## src/rtl/chocorrol_emisor.sv

```systemverilog
// chocorrol_emisor: issues one validated Chocorrol instruction per command, holds it to settle, samples RESULTADO.
module chocorrol_emisor #(
  parameter int unsigned SETTLE_CYCLES = 2,
  parameter logic [19:0] NOP_WORD = 20'h00000
) (
  input  logic        CLK,
  input  logic        RST,
  input  logic        CMD_VALID,
  output logic        CMD_READY,
  input  logic [1:0]  CMD_MC,
  input  logic [4:0]  CMD_OP1,
  input  logic [2:0]  CMD_ALUC,
  input  logic [4:0]  CMD_OP2,
  input  logic [4:0]  CMD_MB,
  output logic [19:0] INSTRUCCION,
  input  logic [31:0] RESULTADO,
  output logic        RES_VALID,
  input  logic        RES_READY,
  output logic [31:0] RES_DATO,
  output logic        RES_ERROR,
  output logic [15:0] CUENTA
);
  typedef enum logic [1:0] {IDLE, ESPERA, RESP} state_t;
  localparam logic [3:0] CNT_INIT = 4'(SETTLE_CYCLES - 1);
  state_t state_q;
  logic [3:0] cnt_q;
  logic [19:0] instr_q;
  logic [31:0] dato_q;
  logic error_q;
  logic [15:0] cuenta_q;
  logic ilegal;
  assign ilegal = (CMD_MC == 2'b11) || (CMD_ALUC == 3'b011) || (CMD_ALUC == 3'b101);
  assign CMD_READY = state_q == IDLE;
  assign RES_VALID = state_q == RESP;
  assign INSTRUCCION = instr_q;
  assign RES_DATO = dato_q;
  assign RES_ERROR = error_q;
  assign CUENTA = cuenta_q;
  always_ff @(posedge CLK or posedge RST) begin
    if (RST) begin
      state_q <= IDLE;
      cnt_q <= '0;
      instr_q <= NOP_WORD;
      dato_q <= '0;
      error_q <= 1'b0;
      cuenta_q <= '0;
    end else begin
      case (state_q)
        IDLE: if (CMD_VALID) begin
          if (ilegal) begin
            dato_q <= '0;
            error_q <= 1'b1;
            state_q <= RESP;
          end else begin
            instr_q <= {CMD_MC, CMD_OP1, CMD_ALUC, CMD_OP2, CMD_MB};
            cnt_q <= CNT_INIT;
            cuenta_q <= cuenta_q + 16'd1;
            state_q <= ESPERA;
          end
        end
        // RESULTADO is only trusted once the word has been stable for the whole window
        ESPERA: if (cnt_q != 4'd0) begin
          cnt_q <= cnt_q - 4'd1;
        end else begin
          dato_q <= RESULTADO;
          error_q <= 1'b0;
          instr_q <= NOP_WORD;
          state_q <= RESP;
        end
        RESP: if (RES_READY) state_q <= IDLE;
        default: state_q <= IDLE;
      endcase
    end
  end
endmodule
```

## config.mk

```make
export PLATFORM = sky130hd
export DESIGN_NAME = chocorrol_emisor
export DESIGN_NICKNAME = d
export VERILOG_FILES = /design/src/rtl/chocorrol_emisor.sv
export SDC_FILE = /design/constraint.sdc
export NUM_CORES = 1
export LEC_CHECK = 0
export ABC_AREA = 1
export BUFFER_PORTS_ARGS = -buffer_cell sky130_fd_sc_hd__clkbuf_2
export CORE_UTILIZATION = 40
export DETAILED_ROUTE_END_ITERATION = 8
export GPL_TIMING_DRIVEN = 0
export PLACE_DENSITY_LB_ADDON = 0.25
export REMOVE_ABC_BUFFERS = 1
export SYNTH_ARGS = -nofsm -noshare
export SYNTH_HDL_FRONTEND = slang
export SYNTH_SLANG_ARGS = --single-unit
```

## constraint.sdc

```tcl
create_clock -name CLK -period 2.6 [get_ports CLK]
set_input_delay 0.52 -clock CLK [delete_from_list [all_inputs] [get_ports CLK]]
set_output_delay 0.52 -clock CLK [all_outputs]
set_load 0.03 [all_outputs]
```

Word-level counts from Yosys, hierarchy flattened
Index checks and enable logic that the tools add are counted.

Register bits after elaboration: 75. Latch bits: 0. Memory bits (writable): 0. ROM bits: 0. Input port bits: 56. Output and inout bits: 71. Logic and storage cells: 51. Memories: 0.

Add/subtract/negate cells: 2. $mul: 0. Div/mod/pow operators: 0. Magnitude comparators: 0. Eq/ne operators: 11. Shifts and indexed selects: 0. Mux-type cells: 21. Bitwise logic cells: 1. Reductions and logical operators: 10.

Operators by type and width (number): $mux W32 (3); $pmux W32 S2 (1); $mux W20 (3); $pmux W20 S2 (1); $add A16 B1 Y16 const B (1); $mux W4 (3); $reduce_and A4 Y1 (3); $mux W2 (4); $ne A2 B2 Y1 const B (4); $pmux W4 S2 (1); $pmux W2 S3 (1); $reduce_and A3 Y1 (2); $eq A2 B2 Y1 const B (2); $ne A2 B1 Y1 const B (2); $reduce_bool A4 Y1 (1); $sub A4 B1 Y4 const B (1); $eq A3 B2 Y1 const B (1); $eq A3 B3 Y1 const B (1); $mux W1 (3); $eq A2 B1 Y1 const B (1); $logic_not A2 Y1 (1); $logic_or A1 B1 Y1 (2); $pmux W1 S2 (1); $reduce_bool A2 Y1 (1); $not A1 Y1 (1).

Depth between registers and ports, before layout
Word-level depth: 6. Mapped depth: 9. Gate-level depth less buffers: 8.

Worst setup path before layout
OpenSTA, ideal clock, no wires.

Kind: register to register. From: reg cuenta_q[1], in the netlist CUENTA[1]. To: reg cuenta_q[10], in the netlist CUENTA[10]. Library setup time: 123 ps. Data arrival time: 1452 ps. Data required time: 2477 ps. Slack: 1025 ps. Stages on the path, launching flop included: 7. Path buffers: 0. Period minus slack after synthesis: 1575 ps. Cells stage by stage: dfrtp_1 ha_1 nand2_1 nor2_1 nand4_1 o21ai_0 nand2_1.

Longest elaborated chain between the ends: 1.

Ends and longest elaborated chain: start: declaration (line 30) `logic [15:0] cuenta_q;`; start signal: assignment (line 57) `cuenta_q <= cuenta_q + 16'd1;`; $add A16 B1 Y16 (line 57).

No other way between the ends. A chain may end at the register's enable or synchronous reset.

Worst setup path in the final report
From: reg state_q[1]. To: reg dato_q[22], in the netlist RES_DATO[22].

Longest elaborated chain between the ends: 3. Elaborated cells on any way between the ends: 8. Those cells by class: 4 x eq/ne; 1 x mux; 3 x reduce/logical.

Ends and longest elaborated chain: start: declaration (line 25) `state_t state_q;`; start signal: assignment (line 41) `state_q <= IDLE;`; start signal: assignment (line 53) `state_q <= RESP;`; start signal: assignment (line 58) `state_q <= ESPERA;`; $eq A2 B1 Y1 / $logic_not A2 Y1 (equally long branches) (line 48) `case (state_q)`; $ne A2 B2 Y1 (no source line), or another cell as far along; $reduce_and A4 Y1 (no source line); end signal: assignment (line 44) `dato_q <= '0;`; end signal: assignment (line 51) `dato_q <= '0;`; end signal: assignment (line 65) `dato_q <= RESULTADO;`; end: declaration (line 28) `logic [31:0] dato_q;`.

Several ways; a longest one is shown, not always the timed one.

==> results.sh <==
export IMPL_layout_drive_gt1_share_pct=28.5
export IMPL_wirelength_um=7960
export IMPL_clk_latency_ns=0.35
export IMPL_design_core_area_mm2=0.00822
export IMPL_max_cap_violations=0
export IMPL_cts_htree_levels=3
export IMPL_worst_r2r_cell_count=7
export IMPL_grt_pass1_wl_um=12600
export IMPL_cts_tree="built"
export IMPL_critPathArrivalTime_ns=2.58
export IMPL_worst_ep_required_time_ns=2.83
export IMPL_cts_hold_fix_buffers=0
export IMPL_tns_ns=0
export IMPL_ant_nets=0
export IMPL_critical_path_cell_chain="inv_2 > nand2_2 > a21oi_2 > nor2_4 > nand3_4 > nand2_1 > nand2_1"
export IMPL_yosys_register_bits=75
export IMPL_worst_path_max_stage_delay_ns=0.50
export IMPL_routabilityCongestion=0.717
export IMPL_postCtsResizedCells=0
export IMPL_power_static_leakage_uw=0.00246
export IMPL_maxSlewViolCount=0
export IMPL_critical_path_buf_inv_count=1
export IMPL_post_synth_instance_area_mm2=0.00340
export IMPL_worst_slew_pin_slew_ns=0.968
export IMPL_antenna_cells=0
export IMPL_grt_ovfl_total=0
export IMPL_relative_max_transition_margin_pct=35.3
export IMPL_area_delta_synth_final_pct=26.5
export IMPL_seq_area_frac_synth_pct=55.2
export IMPL_detailedRoute_firstPassIterationCount=4
export IMPL_clock_sink_count=75
export IMPL_critical_path_class="reg -> reg"
export IMPL_die_x_um=94.2
export IMPL_io_pin_count=127
export IMPL_globalRouteTotalUtil_pct=17.9
export IMPL_routed_wire_length_per_instance_um=12.3
export IMPL_cts_root_to_sink_buffers=2
export IMPL_combinationalPowerShare_pct=48.8
export IMPL_post_cts_setup_buffers=0
export IMPL_grt_setup_unrepaired="no"
export IMPL_syn_avg_cell_area_um2=8.17
export IMPL_timing_hold_worst_class="in -> async"
export IMPL_cpMaxStageDelayCell="nor2_4"
export IMPL_final_util_pct=52.3
export IMPL_cts_buffers=9
export IMPL_path_depth=7
export IMPL_ys_types=24
export IMPL_cp_top_family="simple AND/OR/NAND/NOR gates"
export IMPL_drcViolationCount=0
export IMPL_grt_antenna_before_repair=0
export IMPL_route_vias_total=3061
export IMPL_dr_first_iter_drc_count=121
export IMPL_clk_root_buffer_cell="clkbuf_8"
export IMPL_finalHoldViolations=0
export IMPL_via_count_of_the_first_global_routing_pass=2751
export IMPL_crit_path_start_kind="register"
export IMPL_portBuffers=126
export IMPL_power_per_cell_area_mw_per_mm2=1240
export IMPL_pre_cts_slack_ns=0.171
export IMPL_p_clk_share_pct=15.2
export IMPL_placementRows=33
export IMPL_outcome="finished clean"
export IMPL_crit_reg2reg_launch="state_q[1]"
export IMPL_crit_start="state_q[1]"
export IMPL_p_int_uw=2690
export IMPL_finalSetupViolations=0
export IMPL_synthesis_instances=416
export IMPL_cpMostUsedCell="nand2_1"
export IMPL_die_area_mm2=0.00887
export IMPL_synth_top_area_share_pct=55.2
export IMPL_fin_nets=597
export IMPL_achievable_frequency_mhz=425
export IMPL_initial_cell_density_of_the_core_pct=41.4
export IMPL_switching_share_pct=49.7
export IMPL_clk_transition_reported_paths_ns=0.09
export IMPL_worstPathMaxFanout=34
export IMPL_maximum_number_of_pins_on_one_net_before_global_route_repair=67
export IMPL_power_sequential_fraction_pct=36.0
export IMPL_layout_worst_path_cycle_share_pct=90.5
export IMPL_die_span_y_um=94.2
export IMPL_worst_ir_drop_vdd_uv=478
export IMPL_post_synthesis_cell_type_with_the_largest_combined_area="dfrtp_1"
export IMPL_ys_top_cells_by_area="dfrtp_1, nand2_1, nand4_1"
export IMPL_vias_per_cell=4.72
export IMPL_total_switching_power_uw=2650
export IMPL_end_kind="register"
export IMPL_dp_final_hpwl_um=5520
export IMPL_timing_final_crit_period_ns=2.35
export IMPL_worst_slack_ns=0.246
export IMPL_timing_clock_skew_ns=0.0122
export IMPL_synth_warnings=0
cells in the mapped netlist, drive strengths merged:
| library cell | instances |
|---|---|
| nand3 | 15 |
| nand2 | 206 |
| nand4 | 27 |
| inv | 25 |
| o31ai | 1 |
| and3 | 1 |
| xnor2 | 3 |
| a21oi | 2 |
| nor3 | 1 |
| dfrtp | 75 |
| clkbuf | 4 |
| ha | 3 |
| o21ai | 12 |
| nor2 | 25 |
| xor2 | 3 |
| buf | 13 |
state kept, by name, summed over array words and instances (netlist names):
name / count
RES_DATO: 32
INSTRUCCION: 20
CUENTA: 16
cnt_q: 4
state_q: 2
RES_ERROR: 1
power groups by stage:
stage / Combinational (uW) / Sequential, uW / Clock (uW)
2_1_floorplan: 993 / 2740 / 0
3_3_place_gp: 2540 / 1920 / 0
3_5_place_dp: 2630 / 1940 / 0
4_1_cts: 2630 / 1920 / 834
5_1_grt: 2850 / 1980 / 881
6_report: 2600 / 1920 / 814
per-stage QoR:
stage,hold WS [ns],instance area [um2],instances,power (uW)
final,0.0568,4300,648,5340
after detailed placement,0.431,4120,632,4570
after CTS,0.0498,4300,648,5390
after global placement,0.454,4060,630,4460
after global routing,0.0511,4300,648,5710
after floorplan,0.449,3300,399,3730
layout by cell type (no fill, tap or decap), drive strengths merged:
| master | Yosys | layout |
|---|---|---|
| clkinv | 0 | 3 |
| nand3 | 15 | 15 |
| nand2 | 206 | 206 |
| xor2 | 3 | 3 |
| nor3 | 1 | 1 |
| clkinvlp | 0 | 2 |
| nand4 | 27 | 27 |
| dfrtp | 75 | 75 |
| xnor2 | 3 | 3 |
| inv | 25 | 26 |
| o21ai | 12 | 12 |
| clkbuf | 4 | 136 |
| o31ai | 1 | 1 |
| and3 | 1 | 1 |
| a21oi | 2 | 2 |
| ha | 3 | 3 |
| nor2 | 25 | 25 |
| buf | 13 | 2 |
path summary, 6_finish.rpt:
path                                  end  slack (ns)
max in group asynchronous  INSTRUCCION[4]        1.96
max reg2reg                  RES_DATO[22]        0.25
min                           RES_DATO[3]        0.06
min reg2reg                  RES_DATO[21]        0.48
min in group CLK               state_q[1]        0.35
max                          RES_DATO[22]        0.25
metal layers:
layer	track usage (%)	vias to the layer above	share of wire (%)	wire, um
met5	0	-	0	0
met4	7.56	0	1.6	131
met3	3.64	13	5.3	420
met2	29.5	92	47	3780
met1	22.8	1400	46	3630
li1	-	1556	-	-
kinds of logic after synthesis:
kind of cell	Yosys count	share of synthesized area (%)
AO/OA/AOI/OAI	15	2.39
AND/OR/NAND/NOR	275	34.0
XOR/XNOR	6	1.55
flip-flops	75	55.2
adder cells (fa/ha/maj)	3	1.10
buffers and inverters	42	5.74
worst reg2reg max path, cell delays in order (launching register included):
cell     delay (ns)
dfrtp_1        0.40
inv_2          0.09
nand2_2        0.41
a21oi_2        0.10
nor2_4         0.50
nand3_4        0.48
nand2_1        0.20
nand2_1        0.06
layout make-up:
cell class / instances / area, um2
flip-flops and latches: 75 / 1880
fillers: 826 / 3920
well taps: 105 / 131
multi-input cells: 299 / 1330
inverters: 25 / 96.3
clock buffers: 10 / 138
repair buffers: 128 / 686
clock inverters: 6 / 38.8
(Power assumes the default switching activity.)
